## config.mk

```make
export PLATFORM = sky130hd
export DESIGN_NAME = mem_arbiter
export DESIGN_NICKNAME = d
export VERILOG_FILES = /design/src/rtl/mem_arbiter.sv
export SDC_FILE = /design/constraint.sdc
export NUM_CORES = 1
export LEC_CHECK = 0
export CORE_ASPECT_RATIO = 0.6
export CORE_MARGIN = 1.5
export CORE_UTILIZATION = 35
export CTS_CLUSTER_SIZE = 8
export DETAILED_ROUTE_END_ITERATION = 8
export PLACE_DENSITY = 0.83
export SLEW_MARGIN = 10
export SYNTH_ARGS = -nofsm -noshare
export SYNTH_HDL_FRONTEND = slang
export SYNTH_SLANG_ARGS = --single-unit
```

## constraint.sdc

```tcl
create_clock -name Clock -period 1.91 [get_ports Clock]
set_input_delay 0.191 -clock Clock [delete_from_list [all_inputs] [get_ports Clock]]
set_output_delay 0.191 -clock Clock [all_outputs]
set_load 0.01 [all_outputs]
```

## src/rtl/mem_arbiter.sv

```systemverilog
// mem_arbiter: grants one of two requesters (CPU path, loader/debug port) access to a
// single-port RAM and sequences the access, breaking ties round-robin.
module mem_arbiter #(
    parameter int ADDR_W = 9,
    parameter int DATA_W = 32,
    parameter int RD_LAT = 1
) (
    input  logic              Clock,
    input  logic              Reset_n,

    // Handshake (both ports): the requester raises req with stable we/addr/wdata and
    // holds them until it sees a one-cycle ack; req is dropped at the edge ending the ack
    // cycle. Requests are sampled only in IDLE, and operands are latched on the grant edge.
    input  logic              cpu_req,
    input  logic              cpu_we,
    input  logic [ADDR_W-1:0] cpu_addr,
    input  logic [DATA_W-1:0] cpu_wdata,
    output logic              cpu_ack,
    output logic [DATA_W-1:0] cpu_rdata,

    input  logic              ld_req,
    input  logic              ld_we,
    input  logic [ADDR_W-1:0] ld_addr,
    input  logic [DATA_W-1:0] ld_wdata,
    output logic              ld_ack,
    output logic [DATA_W-1:0] ld_rdata,

    output logic              ram_en,
    output logic              ram_we,
    output logic [ADDR_W-1:0] ram_addr,
    output logic [DATA_W-1:0] ram_wdata,
    input  logic [DATA_W-1:0] ram_rdata,

    output logic              busy,
    output logic              owner,
    output logic [1:0]        state_dbg
);

    if (RD_LAT < 1 || RD_LAT > 4) begin : g_rd_lat_check
        $error("mem_arbiter: RD_LAT must be in the range 1..4");
    end

    typedef enum logic [1:0] {
        ST_IDLE  = 2'd0,
        ST_ISSUE = 2'd1,
        ST_WAIT  = 2'd2,
        ST_DONE  = 2'd3
    } state_t;

    localparam logic [2:0] WAIT_INIT = 3'(RD_LAT - 1);

    state_t     state;
    state_t     state_nxt;
    logic [2:0] wait_cnt;
    logic       last_owner;
    logic       lat_we;
    logic       grant_cpu;
    logic       grant_ld;

    // On a tie the port that did not win last time gets the grant.
    always_comb begin
        grant_cpu = 1'b0;
        grant_ld  = 1'b0;
        if (cpu_req && ld_req) begin
            grant_cpu = last_owner;
            grant_ld  = !last_owner;
        end else begin
            grant_cpu = cpu_req;
            grant_ld  = ld_req;
        end
    end

    always_ff @(posedge Clock or negedge Reset_n) begin
        if (!Reset_n) begin
            state <= ST_IDLE;
        end else begin
            state <= state_nxt;
        end
    end

    always_comb begin
        state_nxt = state;
        ram_en    = 1'b0;
        ram_we    = 1'b0;
        busy      = 1'b1;
        cpu_ack   = 1'b0;
        ld_ack    = 1'b0;
        state_dbg = state;
        case (state)
            ST_IDLE: begin
                busy = 1'b0;
                if (grant_cpu || grant_ld) begin
                    state_nxt = ST_ISSUE;
                end
            end
            ST_ISSUE: begin
                ram_en    = 1'b1;
                ram_we    = lat_we;
                state_nxt = lat_we ? ST_DONE : ST_WAIT;
            end
            ST_WAIT: begin
                if (wait_cnt == 3'd0) begin
                    state_nxt = ST_DONE;
                end
            end
            ST_DONE: begin
                cpu_ack   = !owner;
                ld_ack    = owner;
                state_nxt = ST_IDLE;
            end
            default: begin
                state_nxt = ST_IDLE;
            end
        endcase
    end

    always_ff @(posedge Clock or negedge Reset_n) begin
        if (!Reset_n) begin
            owner      <= 1'b0;
            last_owner <= 1'b1;
            lat_we     <= 1'b0;
            ram_addr   <= '0;
            ram_wdata  <= '0;
            wait_cnt   <= 3'd0;
            cpu_rdata  <= '0;
            ld_rdata   <= '0;
        end else begin
            if (state == ST_IDLE && (grant_cpu || grant_ld)) begin
                owner     <= grant_ld;
                lat_we    <= grant_ld ? ld_we    : cpu_we;
                ram_addr  <= grant_ld ? ld_addr  : cpu_addr;
                ram_wdata <= grant_ld ? ld_wdata : cpu_wdata;
            end

            if (state == ST_ISSUE) begin
                wait_cnt <= WAIT_INIT;
            end else if (state == ST_WAIT && wait_cnt != 3'd0) begin
                wait_cnt <= wait_cnt - 3'd1;
            end

            // RAM data is valid in the final WAIT cycle; capture it for the owning port only.
            if (state == ST_WAIT && wait_cnt == 3'd0) begin
                if (owner) begin
                    ld_rdata <= ram_rdata;
                end else begin
                    cpu_rdata <= ram_rdata;
                end
            end

            if (state == ST_DONE) begin
                last_owner <= owner;
            end
        end
    end

endmodule

```

* Yosys cells after proc, flatten, opt, wreduce, memory -nomap -nowiden *
Index checks and enable logic that the tools add are counted.

storage, ports and cells
  flip-flop bits (word level) = 113
  input bits = 120
  output and inout port bits = 113

cells by class
  add/sub/neg operators = 1
  eq/ne operators = 5
  mux-type cells = 16
  bitwise logic cells = 1
  reductions and logical operators = 14

operator list
  kind                                                                     count
  32-bit 2-to-1 mux                                                        1
  1-bit 2-to-1 mux                                                         9
  9-bit 2-to-1 mux                                                         1
  2-bit one-hot mux with 4 select lines                                    1
  3-bit 2-to-1 mux                                                         2
  2-bit AND reduction                                                      3
  2-bit equality test, second input constant                               2
  1-bit logical AND                                                        4
  2-bit 2-to-1 mux                                                         2
  3-bit logical NOT                                                        1
  3-bit nonzero test                                                       1
  3-bit by 1-bit subtractor with 3-bit output, second input constant       1
  2-bit by 1-bit equality test with 1-bit output, second input constant    1
  1-bit logical NOT                                                        2
  2-bit logical NOT                                                        1
  2-bit by 1-bit inequality test with 1-bit output, second input constant  1
  2-bit inequality test, second input constant                             1
  2-bit nonzero test                                                       1
  1-bit logical OR                                                         1
  1-bit NOT                                                                1

* Longest topological paths before layout *
Gate-level depths: netlist (run 1).

  depth in word-level cells = 5
  depth in mapped cells = 7

* Least setup slack after synthesis (run 1) *
No wires, ideal clock.

  path kind = register to register
  start = reg state[0] (netlist: state_dbg[0])
  end = reg cpu_rdata[10]
  library setup time = 125 ps
  arrival time = 1698 ps
  data required time = 1785 ps
  slack = 87 ps
  cell stages (with the launch flop) = 7
  clock period less this slack = 1823 ps
  cell sequence = dfrtp_1 -> inv_1 -> ha_1 -> inv_1 -> nor3_4 -> buf_4 -> mux2_2

on the way
  word-level cells in the longest chain between the ends = 3

ends and longest elaborated chain
  what                                  RTL line  source
  from (decl)                           52        state_t state;
  from (signal assigned)                77        state <= state_nxt;
  2-bit equality test                   142       if (state == ST_WAIT && wait_cnt == 3'd0) begin
  1-bit logical AND                     142
  2-bit AND reduction (no source line)  -
  to (signal assigned)                  146       cpu_rdata <= ram_rdata;
  to (decl)                             19        output logic [DATA_W-1:0] cpu_rdata,

Every way passes these cells.
A chain may end at the register's enable or synchronous reset.

* Worst setup path in the final report (run 1) *
  start = reg state[0] (netlist: state_dbg[0])
  end = out ld_ack

on the way
  word-level cells in the longest chain between the ends = 2

ends and longest elaborated chain
  what                 RTL line  source
  2-bit equality test  89        case (state)
  1-bit 2-to-1 mux     89
  to (decl)            25        output logic ld_ack,

Every way passes these cells.

==> results.cfg, run 1 <==
[routing]
drt_first_iter_violations = 65
remaining_drc_errors = 0
firstDrtPassIters = 4
detailroute.via_count = 3723
route.detailed.vias_per_inst = 4.69
drt-total-wl_um = 12600
route.detailed.wl_per_inst_um = 15.9
antenna_violating_nets_post_route = 0

[synthesis]
synth-seq-area-share_pct = 59.5
yosysMostFrequentCell = sky130_fd_sc_hd__dfrtp_1
number_of_enable_type_register_cells_in_the_synthesized_netlist = 0
ys_seq_elements = 113
post_synth_inst_count = 365
synthesis.area_per_instance_um2 = 13.0
most_common_library_cells_after_synthesis = sky130_fd_sc_hd__dfrtp_1 (112), sky130_fd_sc_hd__mux2_2 (64), sky130_fd_sc_hd__o21ai_0 (46)
synthDistinctLibCells = 26
synthFlopType = sky130_fd_sc_hd__dfrtp_1
synthesis.yosys.warnings = 0
netlist_top_cells_area = sky130_fd_sc_hd__dfrtp_1 (59%), sky130_fd_sc_hd__mux2_2 (15%), sky130_fd_sc_hd__mux2i_1 (8.8%), sky130_fd_sc_hd__o21ai_0 (4.8%), sky130_fd_sc_hd__nand2_1 (3.4%)
yosys_top_cell_area_share_pct = 58.9
synthArstFlopShare_pct = 100
synth_area_leader_cell = sky130_fd_sc_hd__dfrtp_1
synth.net_count = 492
syn_area_um2 = 4750

[setup_path]
critical_path.max_stage_delay_ns = 0.53
cp-end-kind = primary output
critPathKind = register to primary output
timing.critical_path.arrival_ns = 1.69
cp_data_required_time_ns = 1.72
path_cells = ha_2 -> and2_1 -> clkdlybuf4s50_1
cell_with_the_largest_stage_delay_on_the_worst_path = sky130_fd_sc_hd__clkdlybuf4s50_1
crit_path_start_kind = register
crit_fanout = 4

[final_layout]
design_area_final_um2 = 8040
areaGrowthSynthToFinish_pct = 69.1
insertedDiodeCount = 0
layout.filler_cells = 1008
nNetsFinal = 737
drive_above_1_share_pct = 18.6

[sta]
timing.final.setup_violations = 0
hold_viol_final = 0
finalCriticalPeriod_ns = 1.88
min_period_over_period_pct = 98.4
final-max-slew-violation-count = 0
fin_ws_ns = 0.0315
unrepaired_setup_endpoints_after_global_routing = true
max_slew_margin_pct = 74.8
fin_skew_ns = 0.0104
worstMarginPinSlew_ns = 0.378
max_freq_ghz = 0.532
finalHoldWorstSlack_ns = 0.263

[pwr]
power.combinational.fraction_pct = 43.5
power-per-cell-area_nw_per_um2 = 1690
p_seq_share_pct = 31.2
power.switching_mw = 4.11
swShare_pct = 30.2
leakage_nw = 3.52
share_clk_of_total_power_pct = 25.2
power_mw = 13.6
max_vdd_drop_mv = 0.797
internal_power_mw = 9.51

[die]
floorplan.die.height_um = 93.3
die_w_um = 153
io_pins = 233
core-area_um2 = 13100
placement_rows = 32
fp.dieArea_um2 = 14300
initial_core_util_pct = 36.4

[cts]
worstSkewPairLatency_ns = 0.40
htree_depth = 4
cts_max_path_buffers = 2
cts_made_buffers = 17
tritoncts = yes
clock-sinks = 113
cts.reportedPaths.clkPinSlew_ns = 0.05
cts_root_buf = sky130_fd_sc_hd__clkbuf_16

[grt]
initial_antenna_violation_count = 0
leftover_overflow_at_the_end_of_global_routing = 0
grt_pass1_wl_um = 20400
number_of_global_route_vias_before_repair = 4062
grt_usage_pct = 18.3
grt_start_max_net_pins = 60

[run]
maxCapViolCount = 0

[placed_design]
place_congestion = 0.720
detailed_place_hpwl_um = 9560
portBuffers = 232
area_after_dpl_um2 = 7320
pre_cts_slack_ns = 0.116

[worst_hold_path]
timing.hold.worst.class = input port to async pin

[run_status]
status = finished, final reports clean
[power by group through the flow]
| stage | Clock [mW] | Sequential (mW) | Combinational (mW) |
|---|---|---|---|
| after floorplan | 0 | 4.76 | 2.03 |
| after global placement | 0 | 4.21 | 5.73 |
| after detailed placement | 0 | 4.30 | 5.91 |
| after CTS | 3.54 | 4.27 | 5.99 |
| after global routing | 3.67 | 4.41 | 6.35 |
| final | 3.44 | 4.26 | 5.93 |
[path summary, 6_finish.rpt]
kind                         startpoint            end  slack (ns)  cells past startpoint
hold reg to reg             ram_addr[8]    ram_addr[8]        0.48                      2
max in group asynchronous       Reset_n    ld_rdata[6]        0.95                      3
min in group Clock         ld_wdata[20]  ram_wdata[20]        0.42                      3
setup / recovery           state_dbg[0]         ld_ack        0.03                      3
hold / removal                  Reset_n  ram_wdata[16]        0.26                      2
setup reg to reg           state_dbg[1]   ld_rdata[20]        0.12                      7
[kinds of logic (layout without fill, tap and decap cells)]
kind of cell,after synthesis,after routing,share of synthesized area (%)
multiplexers,108,108,24.5
AND/OR/NAND/NOR,58,58,5.37
AO/OA/AOI/OAI,53,53,5.95
adder cells (fa/ha/maj),7,7,1.84
flip-flops,113,113,59.5
buffers and inverters,26,284,2.87
[per-stage QoR]
stage	instances	setup TNS, ns	util, %
after global routing	793	-0.0576	61.6
final	793	0	61.6
after global placement	756	0	56.1
after detailed placement	756	0	56.1
after CTS	792	-0.00689	61.4
after floorplan	365	0	-
[routing by layer]
layer  vias to the layer above  global-route usage (%)  share of wire (%)
li1                       1776                       -                  -
met1                      1814                    21.9                 43
met2                       116                    31.3                 50
met3                        17                    5.70                6.1
met4                         0                    6.55                1.4
met5                         -                       0                  0
[layout by cell type, fill, tap and decap left out, types with 2 or more instances in the layout]
cell type	netlist	routed
sky130_fd_sc_hd__buf_4	7	9
sky130_fd_sc_hd__ha_1	7	4
sky130_fd_sc_hd__bufinv_16	0	5
sky130_fd_sc_hd__clkdlybuf4s50_1	0	227
sky130_fd_sc_hd__ha_4	0	2
sky130_fd_sc_hd__nand2_1	43	43
sky130_fd_sc_hd__clkbuf_8	0	2
sky130_fd_sc_hd__and2_1	2	2
sky130_fd_sc_hd__dlygate4sd2_1	0	3
sky130_fd_sc_hd__mux2_2	64	64
sky130_fd_sc_hd__clkinv_2	0	2
sky130_fd_sc_hd__buf_12	0	5
sky130_fd_sc_hd__mux2_1	2	2
sky130_fd_sc_hd__clkbuf_16	0	17
sky130_fd_sc_hd__clkbuf_1	3	4
sky130_fd_sc_hd__nor2b_1	2	2
sky130_fd_sc_hd__a21oi_1	2	2
sky130_fd_sc_hd__nor2_1	4	4
sky130_fd_sc_hd__o21ai_0	46	45
sky130_fd_sc_hd__a22oi_1	2	2
sky130_fd_sc_hd__dfrtp_1	112	112
sky130_fd_sc_hd__inv_1	6	5
sky130_fd_sc_hd__mux2i_1	42	42
[flip-flops by register name (all words and copies together), names as in the netlist]
name and count:
ld_rdata 32, state_dbg 2, ram_addr 9, owner 1, cpu_rdata 32, last_owner 1, ram_wdata 32, lat_we 1
wait_cnt 3
[worst max-delay path, delay by kind of cell, from the launching register on]
family        cells  cell delay, ns
buf+inv           1            0.53
simple gates      1            0.12
fa+ha+maj         1            0.24
flops             1            0.40
[what timing repair did]
action / in CTS / in global routing
setup endpoints to repair: 5 / 3
gates cloned: 0 / 0
hold buffers: 1 / 0
buffers inserted: 3 / 1
gates resized for setup: 8 / 3
endpoints found under the hold margin: 25 / 0
pin swaps: 0 / 1
[final cells by class]
| type | instances | area [um2] | area share, % |
|---|---|---|---|
| Clock buffer | 23 | 468 | 5.82 |
| Clock inverter | 9 | 178 | 2.21 |
| Inverter | 6 | 22.5 | 0.280 |
| Multi-Input combinational cell | 226 | 1840 | 22.9 |
| Sequential cell | 113 | 2830 | 35.2 |
| Tap cell | 170 | 213 | 2.65 |
| Timing Repair Buffer | 246 | 2490 | 31.0 |
(Power assumes the default switching activity.)
==> run 2: changes to the inputs <==
--- a/config.mk
+++ b/config.mk
@@ -11,7 +11,6 @@
 export CTS_CLUSTER_SIZE = 8
 export DETAILED_ROUTE_END_ITERATION = 8
 export PLACE_DENSITY = 0.83
-export SLEW_MARGIN = 10
 export SYNTH_ARGS = -nofsm -noshare
 export SYNTH_HDL_FRONTEND = slang
 export SYNTH_SLANG_ARGS = --single-unit
==> results of run 2 <==
The final DEF is identical to that of run 1; final timing and power are the same.
